**src/rtl/finger_pattern_tx_if.sv**
```systemverilog
// ============================================================================
// Module   : finger_pattern_tx_if
// Brief    : Value handshake between a count source and finger_pattern_tx.
//            master = source of values, slave = finger_pattern_tx.
// Revision : 1.0 - initial release
// ============================================================================
`default_nettype none

interface finger_pattern_tx_if;
  logic       in_valid;
  logic       in_ready;
  logic [2:0] in_value;

  modport master (output in_valid, output in_value, input in_ready);
  modport slave  (input in_valid, input in_value, output in_ready);
endinterface

`default_nettype wire

```
**src/rtl/finger_pattern_tx.sv**
```systemverilog
// ============================================================================
// Module   : finger_pattern_tx
// Brief    : Turns a count 0..4 into a thermometer pattern on the a..d finger
//            lines. Each value is held HOLD_CYCLES cycles and then followed by
//            GAP_CYCLES cycles of zeros. Values 5..7 are rejected with err.
//            Optional macro FINGER_TX_QUEUE_EN adds a QDEPTH-entry input FIFO
//            that allows back-to-back transmissions with no idle cycle.
// Revision : 1.0 - initial release
// ============================================================================
`default_nettype none

module finger_pattern_tx #(
  parameter int HOLD_CYCLES = 4,
  parameter int GAP_CYCLES  = 2,
  parameter int QDEPTH      = 4
) (
  input  wire logic          clk,
  input  wire logic          reset,
  finger_pattern_tx_if.slave in_if,
  output logic               a,
  output logic               b,
  output logic               c,
  output logic               d,
  output logic               busy,
  output logic               tx_done,
  output logic               err
);

  localparam int MAX_WIN = (HOLD_CYCLES > GAP_CYCLES) ? HOLD_CYCLES : GAP_CYCLES;
  localparam int CNT_W   = $clog2(MAX_WIN) + 1;

  typedef enum logic [1:0] {
    ST_IDLE = 2'd0,
    ST_HOLD = 2'd1,
    ST_GAP  = 2'd2
  } state_t;

  state_t           state_q, state_d;
  logic [CNT_W-1:0] cnt_q, cnt_d;
  logic [3:0]       lines_q, lines_d;
  logic             busy_q, busy_d;
  logic             tx_done_q, tx_done_d;
  logic             err_q, err_d;
  logic             in_ready_q, in_ready_d;

  logic             xfer;
  logic             legal;
  logic             start_avail;
  logic [2:0]       start_value;
  logic             pop;

  // Bit 0 drives line a, bit 3 drives line d.
  function automatic logic [3:0] thermo(input logic [2:0] v);
    thermo = {v >= 3'd4, v >= 3'd3, v >= 3'd2, v >= 3'd1};
  endfunction

  assign xfer  = in_if.in_valid && in_ready_q;
  assign legal = (in_if.in_value <= 3'd4);

`ifdef FINGER_TX_QUEUE_EN
  localparam int PTR_W = $clog2(QDEPTH);

  logic [2:0]       mem_q [QDEPTH];
  logic [PTR_W-1:0] wr_ptr_q, wr_ptr_d;
  logic [PTR_W-1:0] rd_ptr_q, rd_ptr_d;
  logic [PTR_W:0]   count_q, count_d;
  logic             push;

  // in_ready already encodes "not full", so a legal transfer always fits.
  assign push        = xfer && legal;
  assign start_avail = (count_q != '0);
  assign start_value = mem_q[rd_ptr_q];

  // FIFO pointer and occupancy bookkeeping.
  always_comb begin
    wr_ptr_d = wr_ptr_q;
    rd_ptr_d = rd_ptr_q;
    count_d  = count_q;
    if (push) wr_ptr_d = wr_ptr_q + 1'b1;
    if (pop)  rd_ptr_d = rd_ptr_q + 1'b1;
    if (push && !pop) count_d = count_q + 1'b1;
    if (!push && pop) count_d = count_q - 1'b1;
  end

  // FIFO storage; contents are don't-care until written, so no reset.
  always_ff @(posedge clk) begin
    if (push) mem_q[wr_ptr_q] <= in_if.in_value;
  end

  // FIFO pointer registers, flushed by reset.
  always_ff @(posedge clk) begin
    if (!reset) begin
      wr_ptr_q <= '0;
      rd_ptr_q <= '0;
      count_q  <= '0;
    end else begin
      wr_ptr_q <= wr_ptr_d;
      rd_ptr_q <= rd_ptr_d;
      count_q  <= count_d;
    end
  end
`else
  localparam int UNUSED_QDEPTH = QDEPTH;
  logic unused_pop;

  // Without a queue the only source of a new value is a live legal transfer,
  // which can only happen in IDLE because in_ready is low while busy.
  assign start_avail = xfer && legal;
  assign start_value = in_if.in_value;
  assign unused_pop  = pop;
`endif

  // Next-state, counter and output computation for the IDLE/HOLD/GAP sequence.
  always_comb begin
    state_d   = state_q;
    cnt_d     = cnt_q;
    lines_d   = lines_q;
    tx_done_d = 1'b0;
    err_d     = xfer && !legal;
    pop       = 1'b0;
    case (state_q)
      ST_IDLE: begin
        if (start_avail) begin
          pop     = 1'b1;
          state_d = ST_HOLD;
          cnt_d   = CNT_W'(HOLD_CYCLES - 1);
          lines_d = thermo(start_value);
        end
      end
      ST_HOLD: begin
        if (cnt_q == '0) begin
          state_d   = ST_GAP;
          cnt_d     = CNT_W'(GAP_CYCLES - 1);
          lines_d   = 4'b0000;
          tx_done_d = (GAP_CYCLES == 1);
        end else begin
          cnt_d = cnt_q - 1'b1;
        end
      end
      ST_GAP: begin
        if (cnt_q == '0) begin
          if (start_avail) begin
            pop     = 1'b1;
            state_d = ST_HOLD;
            cnt_d   = CNT_W'(HOLD_CYCLES - 1);
            lines_d = thermo(start_value);
          end else begin
            state_d = ST_IDLE;
          end
        end else begin
          cnt_d     = cnt_q - 1'b1;
          tx_done_d = (cnt_q == CNT_W'(1));
        end
      end
      default: begin
        state_d = ST_IDLE;
        lines_d = 4'b0000;
      end
    endcase
    busy_d = (state_d != ST_IDLE);
`ifdef FINGER_TX_QUEUE_EN
    in_ready_d = (count_d != (PTR_W + 1)'(QDEPTH));
`else
    in_ready_d = (state_d == ST_IDLE);
`endif
  end

  // State and registered outputs; reset drops any in-flight value.
  always_ff @(posedge clk) begin
    if (!reset) begin
      state_q    <= ST_IDLE;
      cnt_q      <= '0;
      lines_q    <= 4'b0000;
      busy_q     <= 1'b0;
      tx_done_q  <= 1'b0;
      err_q      <= 1'b0;
      in_ready_q <= 1'b1;
    end else begin
      state_q    <= state_d;
      cnt_q      <= cnt_d;
      lines_q    <= lines_d;
      busy_q     <= busy_d;
      tx_done_q  <= tx_done_d;
      err_q      <= err_d;
      in_ready_q <= in_ready_d;
    end
  end

  assign in_if.in_ready = in_ready_q;
  assign a       = lines_q[0];
  assign b       = lines_q[1];
  assign c       = lines_q[2];
  assign d       = lines_q[3];
  assign busy    = busy_q;
  assign tx_done = tx_done_q;
  assign err     = err_q;

endmodule

`default_nettype wire

```
**src/flat_wrapper.sv**
```systemverilog
// flat-port wrapper written by rule: the top's interface ports become plain ports
module finger_pattern_tx_flat 
#(
  parameter int HOLD_CYCLES = 4,
  parameter int GAP_CYCLES  = 2,
  parameter int QDEPTH      = 4
)
  (clk, reset, a, b, c, d, busy, tx_done, err, in_if_in_valid, in_if_in_value, in_if_in_ready);
  finger_pattern_tx_if in_if_i ();
  input  wire logic clk;
  input  wire logic reset;
  output logic a;
  output logic b;
  output logic c;
  output logic d;
  output logic busy;
  output logic tx_done;
  output logic err;
  input wire logic [$bits(in_if_i.in_valid)-1:0] in_if_in_valid;
  input wire logic [$bits(in_if_i.in_value)-1:0] in_if_in_value;
  output wire logic [$bits(in_if_i.in_ready)-1:0] in_if_in_ready;
  assign in_if_i.in_valid = in_if_in_valid;
  assign in_if_i.in_value = in_if_in_value;
  assign in_if_in_ready = in_if_i.in_ready;
  finger_pattern_tx #(.HOLD_CYCLES(HOLD_CYCLES), .GAP_CYCLES(GAP_CYCLES), .QDEPTH(QDEPTH)) u_core (.clk(clk), .reset(reset), .in_if(in_if_i), .a(a), .b(b), .c(c), .d(d), .busy(busy), .tx_done(tx_done), .err(err));
endmodule
```
**config.mk**
```make
export PLATFORM = sky130hd
export DESIGN_NAME = finger_pattern_tx_flat
export DESIGN_NICKNAME = d
export VERILOG_FILES = /design/src/rtl/finger_pattern_tx_if.sv /design/src/rtl/finger_pattern_tx.sv /design/src/flat_wrapper.sv
export SDC_FILE = /design/constraint.sdc
export NUM_CORES = 1
export LEC_CHECK = 0
export BUFFER_PORTS_ARGS = -buffer_cell sky130_fd_sc_hd__buf_2
export CORE_UTILIZATION = 40
export CTS_BUF_LIST = sky130_fd_sc_hd__clkbuf_2 sky130_fd_sc_hd__clkbuf_4 sky130_fd_sc_hd__clkbuf_8
export DETAILED_ROUTE_END_ITERATION = 10
export SETUP_SLACK_MARGIN = 0.1
export SLEW_MARGIN = 25
export SYNTH_ARGS = -nofsm -noshare
export SYNTH_HDL_FRONTEND = slang
export SYNTH_SLANG_ARGS = --single-unit
```
**constraint.sdc**
```tcl
create_clock -name clk -period 2.19 [get_ports clk]
set_input_delay 0.1095 -clock clk [delete_from_list [all_inputs] [get_ports clk]]
set_output_delay 0.1095 -clock clk [all_outputs]
set_load 0.05 [all_outputs]
```
* Word-level counts from Yosys, hierarchy flattened *
Cells that the tools add are included.

storage, ports and cells
  bits in registers = 13
  input port bits = 6
  output and inout port bits = 8
  word-level logic and storage cells = 44

operators by class
  $add $sub $neg = 1
  magnitude comparators = 5
  eq/ne operators = 5
  mux-type cells = 13
  bitwise operators = 2
  reduce and logical (&&, ||, !) cells = 11

operator list
  cell                   count
  $mux W4                3
  $pmux W4 S3            1
  $mux W3                3
  $pmux W3 S3            1
  $ge A3 B2 Y1 const B   2
  $mux W2                3
  $pmux W2 S3            1
  $logic_not A2 Y1       2
  $ne A2 B1 Y1 const B   2
  $eq A3 B1 Y1 const B   1
  $ge A3 B1 Y1 const B   1
  $ge A3 B3 Y1 const B   1
  $le A3 B3 Y1 const B   1
  $logic_and A1 B1 Y1    3
  $logic_not A3 Y1       1
  $reduce_bool A3 Y1     1
  $reduce_or A3 Y1       1
  $sub A3 B1 Y3 const B  1
  $eq A2 B1 Y1 const B   1
  $eq A2 B2 Y1 const B   1
  $not A1 Y1             2
  $reduce_and A2 Y1      1
  $reduce_bool A2 Y1     1
  $logic_not A1 Y1       1
  $mux W1                1

* Depth between registers and ports, before layout *
  depth after elaboration = 6
  mapped depth = 6
  mapped depth without buffers = 6

* Worst setup path before layout *
No wires, ideal clock.

  path kind = flip-flop to flip-flop
  from = register u_core.cnt_q[0]
  to = register u_core.cnt_q[1]
  setup time = 0.059 ns
  arrival time = 1.553 ns
  required time = 2.131 ns
  path slack = 0.578 ns
  stages on the path, launching flop included = 7
  buffers on the path = 0
  period minus slack after synthesis = 1.612 ns
  cell sequence = dfxtp_1 > inv_1 > ha_1 > nor2b_2 > or4b_4 > a21oi_2 > o211a_1

on the way
  longest elaborated chain between the ends = 3
  elaborated cells between the ends (all ways) = 5
  classes of those cells = 1 x add/sub; 3 x mux; 1 x reduce/logical

ends and longest elaborated chain
  element                                            line                                                source
  from (decl)                                        finger_pattern_tx.sv:39                             logic [CNT_W-1:0] cnt_q, cnt_d;
  from (signal assigned)                             finger_pattern_tx.sv:180                            cnt_q <= cnt_d;
  $sub A3 B1 Y3 or $logic_not A3 Y1 (tied branches)  n/a
  $mux W3, on equally long branches                  finger_pattern_tx.sv:141, finger_pattern_tx.sv:131
  $pmux W3 S3 (*)                                    finger_pattern_tx.sv:121                            case (state_q)

Every way passes the cells marked *; elsewhere a longest branch is shown, timed or not.
A chain may end at the register's enable or synchronous reset.

* Worst setup path after layout *
  from = register u_core.state_q[0]
  to = register u_core.lines_q[2]

on the way
  longest elaborated chain between the ends = 3
  elaborated cells between the ends (all ways) = 7
  classes of those cells = 4 x eq/ne; 1 x mux; 2 x reduce/logical

ends and longest elaborated chain
  element                                       line                      source
  from (decl)                                   finger_pattern_tx.sv:38   state_t state_q, state_d;
  from (signal assigned)                        finger_pattern_tx.sv:179  state_q <= state_d;
  $eq A2 B2 Y1 or $eq A2 B1 Y1 (tied branches)  finger_pattern_tx.sv:121
  $ne A2 B1 Y1 (no line)                        n/a
  $reduce_and A2 Y1 (no line)                   n/a
  to (signal assigned)                          finger_pattern_tx.sv:181  lines_q <= lines_d;
  to (decl)                                     finger_pattern_tx.sv:40   logic [3:0] lines_q, lines_d;

Several ways; a longest one is shown, not always the timed one.

==> tab_implementation.tex <==
\begin{tabular}{lr}
\hline
Metric & Value \\
\hline
\multicolumn{2}{l}{\textbf{Route}} \\
\quad Post-route DRC violation count & 0 \\
\quad Detailed router's first-iteration violation count & 8 \\
\quad Routed WL & 1400 microns \\
\quad Final ANT Viol Nets & 0 \\
\quad Vias per cell & 5.13 \\
\quad Drt wl/cell & 11.4 microns \\
\quad First-pass detailed-route iteration total & 4 \\
\quad Routed via count & 631 \\
\multicolumn{2}{l}{\textbf{Timing}} \\
\quad Worst-margin pin slew & 0.353 ns \\
\quad Worst relative slew slack & 0.764 \\
\quad TNS Setup & 0 ns \\
\quad Clock skew after layout & 0.000627 ns \\
\quad Achievable clock frequency & 583 MHz \\
\quad Slew Viols, Final & 0 \\
\quad Tmin final & 1.72 ns \\
\quad Hold\_ws & 0.129 ns \\
\quad RSZ-0062 raised after global routing & false \\
\quad Post-route fraction of the period consumed by the critical path & 0.784 \\
\quad Final setup violation count & 0 \\
\quad Count of final hold-check violations & 0 \\
\multicolumn{2}{l}{\textbf{Placed design}} \\
\quad Routability congestion estimate & 0.805 \\
\quad Placed wire-length estimate after detailed placement & 1040 microns \\
\quad Number of buffers added on ports & 13 \\
\quad Placed Instance Area & 836 sq um \\
\multicolumn{2}{l}{\textbf{Final layout}} \\
\quad Multi-input logic area & 464 sq um \\
\quad Highest-count cells in the layout ignoring fill and taps & buf\_2 (13), dfxtp\_1 (13), nand2\_1 (8), ha\_1 (8), nor2\_1 (7) \\
\quad Fraction of final layout cells sized beyond drive strength 1 & 0.245 \\
\quad Antenna cell count & 0 \\
\quad Area used by sequential logic in the layout & 260 sq um \\
\quad Layout filler cell count & 185 \\
\quad Nets@finish & 113 \\
\quad Syn-to-layout area delta & 16.5\% \\
\quad Final Cell Area & 866 sq um \\
\multicolumn{2}{l}{\textbf{Worst hold path}} \\
\quad Classification of the worst-slack hold path & primary input to flop \\
\quad Beginning of the worst hold path & in\_if\_in\_value[2] \\
\quad Hold depth & 3 \\
\quad Hold-critical path endpoint & u\_core.lines\_q[3] \\
\multicolumn{2}{l}{\textbf{Floorplanning}} \\
\quad Number of rows in the core area & 15 \\
\quad Area of the placeable core & 1730 sq um \\
\quad Initial core utilization & 0.430 \\
\quad Total I/O pin count & 14 \\
\quad Horizontal die dimension & 45.1 microns \\
\quad DIE AREA & 2030 sq um \\
\quad Y dimension of the die & 45.1 microns \\
\multicolumn{2}{l}{\textbf{CTS}} \\
\quad Setup repair bufs after CTS & 0 \\
\quad Count of H-tree levels built during CTS & 1 \\
\quad TritonCTS Sinks & 13 \\
\quad Clock network latency to the later pin of the worst-skew pair & 0.28 ns \\
\quad Post\_cts resized & 0 \\
\quad Clk buf depth & 2 \\
\quad CTS clk-pin slew, worst paths & 0.08 ns \\
\quad Cell at the root of the clock tree & clkbuf\_4 \\
\quad Num CTS Buffers & 3 \\
\quad TritonCTS clock tree & done \\
\quad Hold\_buf cts & 0 \\
\multicolumn{2}{l}{\textbf{Logic synthesis}} \\
\quad Synthesized area & 743 sq um \\
\quad Number of warnings printed during yosys synthesis & 0 \\
\quad Number of library cell types mapped by synthesis & 30 \\
\quad Post-Synthesis Net Count & 96 \\
\quad Proportion of synthesized chip area in sequential cells & 0.350 \\
\quad Seq cells post-synth & 13 \\
\quad Synthesized netlist cell count & 82 \\
\quad Average cell area after synthesis & 9.06 sq um \\
\multicolumn{2}{l}{\textbf{Setup path}} \\
\quad Biggest cell delay along the critical path & 0.43 ns \\
\quad Series of cell instances along the critical path & inv\_1 > ha\_1 > or2\_2 > a21oi\_2 > mux2i\_1 \\
\quad Reg-to-reg startpoint & u\_core.state\_q[0] \\
\quad Critical path data required time & 2.41 ns \\
\quad Critical-path maximum fanout & 6 \\
\quad Critical Path Start & u\_core.state\_q[0] \\
\quad Data arrival time of the worst path & 1.94 ns \\
\quad Worst reg-to-reg setup slack & 0.47 ns \\
\quad Slowest cell on crit path & dfxtp\_1 \\
\quad Worst path top cell family by delay & flip-flops \\
\quad Kind of start point of the critical path & flop \\
\quad Kind of end point of the critical path & flop \\
\quad Startpoint-to-endpoint class of the critical path & flop to flop \\
\quad R2R depth & 5 \\
\quad Total buffers and inverters traversed by the critical path & 1 \\
\quad Endpoint of the most critical register-to-register path & u\_core.lines\_q[2] \\
\multicolumn{2}{l}{\textbf{Global routing}} \\
\quad Pin count of the biggest net entering global routing & 15 \\
\quad Number of antenna violations at the first check in global routing & 0 \\
\quad Vias in the first global route & 579 \\
\quad Total global routing overflow & 0 \\
\quad First-pass GRT wire length & 2430 microns \\
\quad Global router's overall resource usage & 0.173 \\
\multicolumn{2}{l}{\textbf{Power and ir drop}} \\
\quad Power per standard cell area & 1340 nW/um\^{}2 \\
\quad Total leakage power & 0.397 nW \\
\quad Worst IR drop on VDD & 532 uV \\
\multicolumn{2}{l}{\textbf{Flow run}} \\
\quad Max Cap Violations & 0 \\
\multicolumn{2}{l}{\textbf{Outcome}} \\
\quad Result of the run & finished clean \\
\hline
\end{tabular}
[synthesized netlist by cell type, drive strengths merged]
cell type,count,area [sq um]
clkbuf,1,3.75
a21oi,8,47.6
nor2b,2,15.0
o311ai,1,8.76
o211a,1,10.0
nand2b,2,12.5
mux2,1,11.3
a21o,2,15.0
o211ai,2,15.0
nor2,7,26.3
or4b,1,13.8
o2111ai,1,8.76
nand4,1,6.26
or2,1,6.26
mux2i,4,40.0
nand3,3,15.0
and2,3,18.8
inv,4,15.0
a21boi,1,7.51
dfxtp,13,260
and3b,1,8.76
nand2,8,30.0
o221a,1,11.3
o2bb2ai,1,8.76
ha,8,100
o21ai,3,18.8
nand4b,1,8.76
[worst register-to-register path: stages (launching register included)]
cell     delay (ns)
dfxtp_1        0.43
inv_1          0.09
ha_1           0.27
or2_2          0.34
a21oi_2        0.30
mux2i_1        0.22
[layer usage]
metal / routed length, microns / GRT usage / vias up
met5: 0 / 0 / -
met4: 44 / 0.109 / 0
met3: 37 / 0.0480 / 5
met2: 601 / 0.264 / 15
met1: 716 / 0.212 / 289
li1: - / - / 322
[cell type report]
cell class,count,share of cell area
multi-input cells,64,0.536
flip-flops and latches,13,0.301
repair buffers,13,0.0751
well taps,25,0.0361
clock buffers,4,0.0347
inverters,4,0.0173
[flip-flops by register name (all words and copies together) (netlist names)]
name and cells:
u_core.busy 1, u_core.err 1, u_core.lines_q 4, u_core.in_if.in_ready 1
u_core.state_q 2, u_core.tx_done 1, u_core.cnt_q 3
[power breakdown]
| part | internal [mW] | switching, mW |
|---|---|---|
| Combinational | 0.227 | 0.404 |
| Clock | 0.0832 | 0.0855 |
| Sequential | 0.308 | 0.0481 |
[worst max path at each step]
| stage | depth (start not counted) | slack, ns | to |
|---|---|---|---|
| final | 5 | 0.47 | u_core.lines_q[2] |
| after global routing | 5 | 0.35 | u_core.lines_q[2] |
| after CTS | 5 | 0.46 | u_core.lines_q[3] |
| after detailed placement | 5 | 0.47 | u_core.lines_q[1] |
| after global placement | 6 | 0.49 | u_core.cnt_q[1] |
| after floorplan | 6 | 0.58 | u_core.cnt_q[1] |
[kinds of logic after synthesis]
family	count (synthesis)	share of synthesized area
adder cells (fa/ha/maj)	8	0.135
buffers and inverters	5	0.0252
flip-flops	13	0.350
multiplexers	5	0.0690
AO/OA/AOI/OAI	21	0.204
AND/OR/NAND/NOR	30	0.217
[through the flow]
stage	instances	power, mW	setup WS, ns	utilization
global placement	119	0.993	0.489	0.484
finish	123	1.16	0.473	0.501
global route	123	1.25	0.346	0.501
floorplan	82	0.866	0.578	-
CTS	123	1.17	0.459	0.501
detailed placement	119	0.993	0.467	0.484
Note: power is estimated with default switching activity, not from simulation.
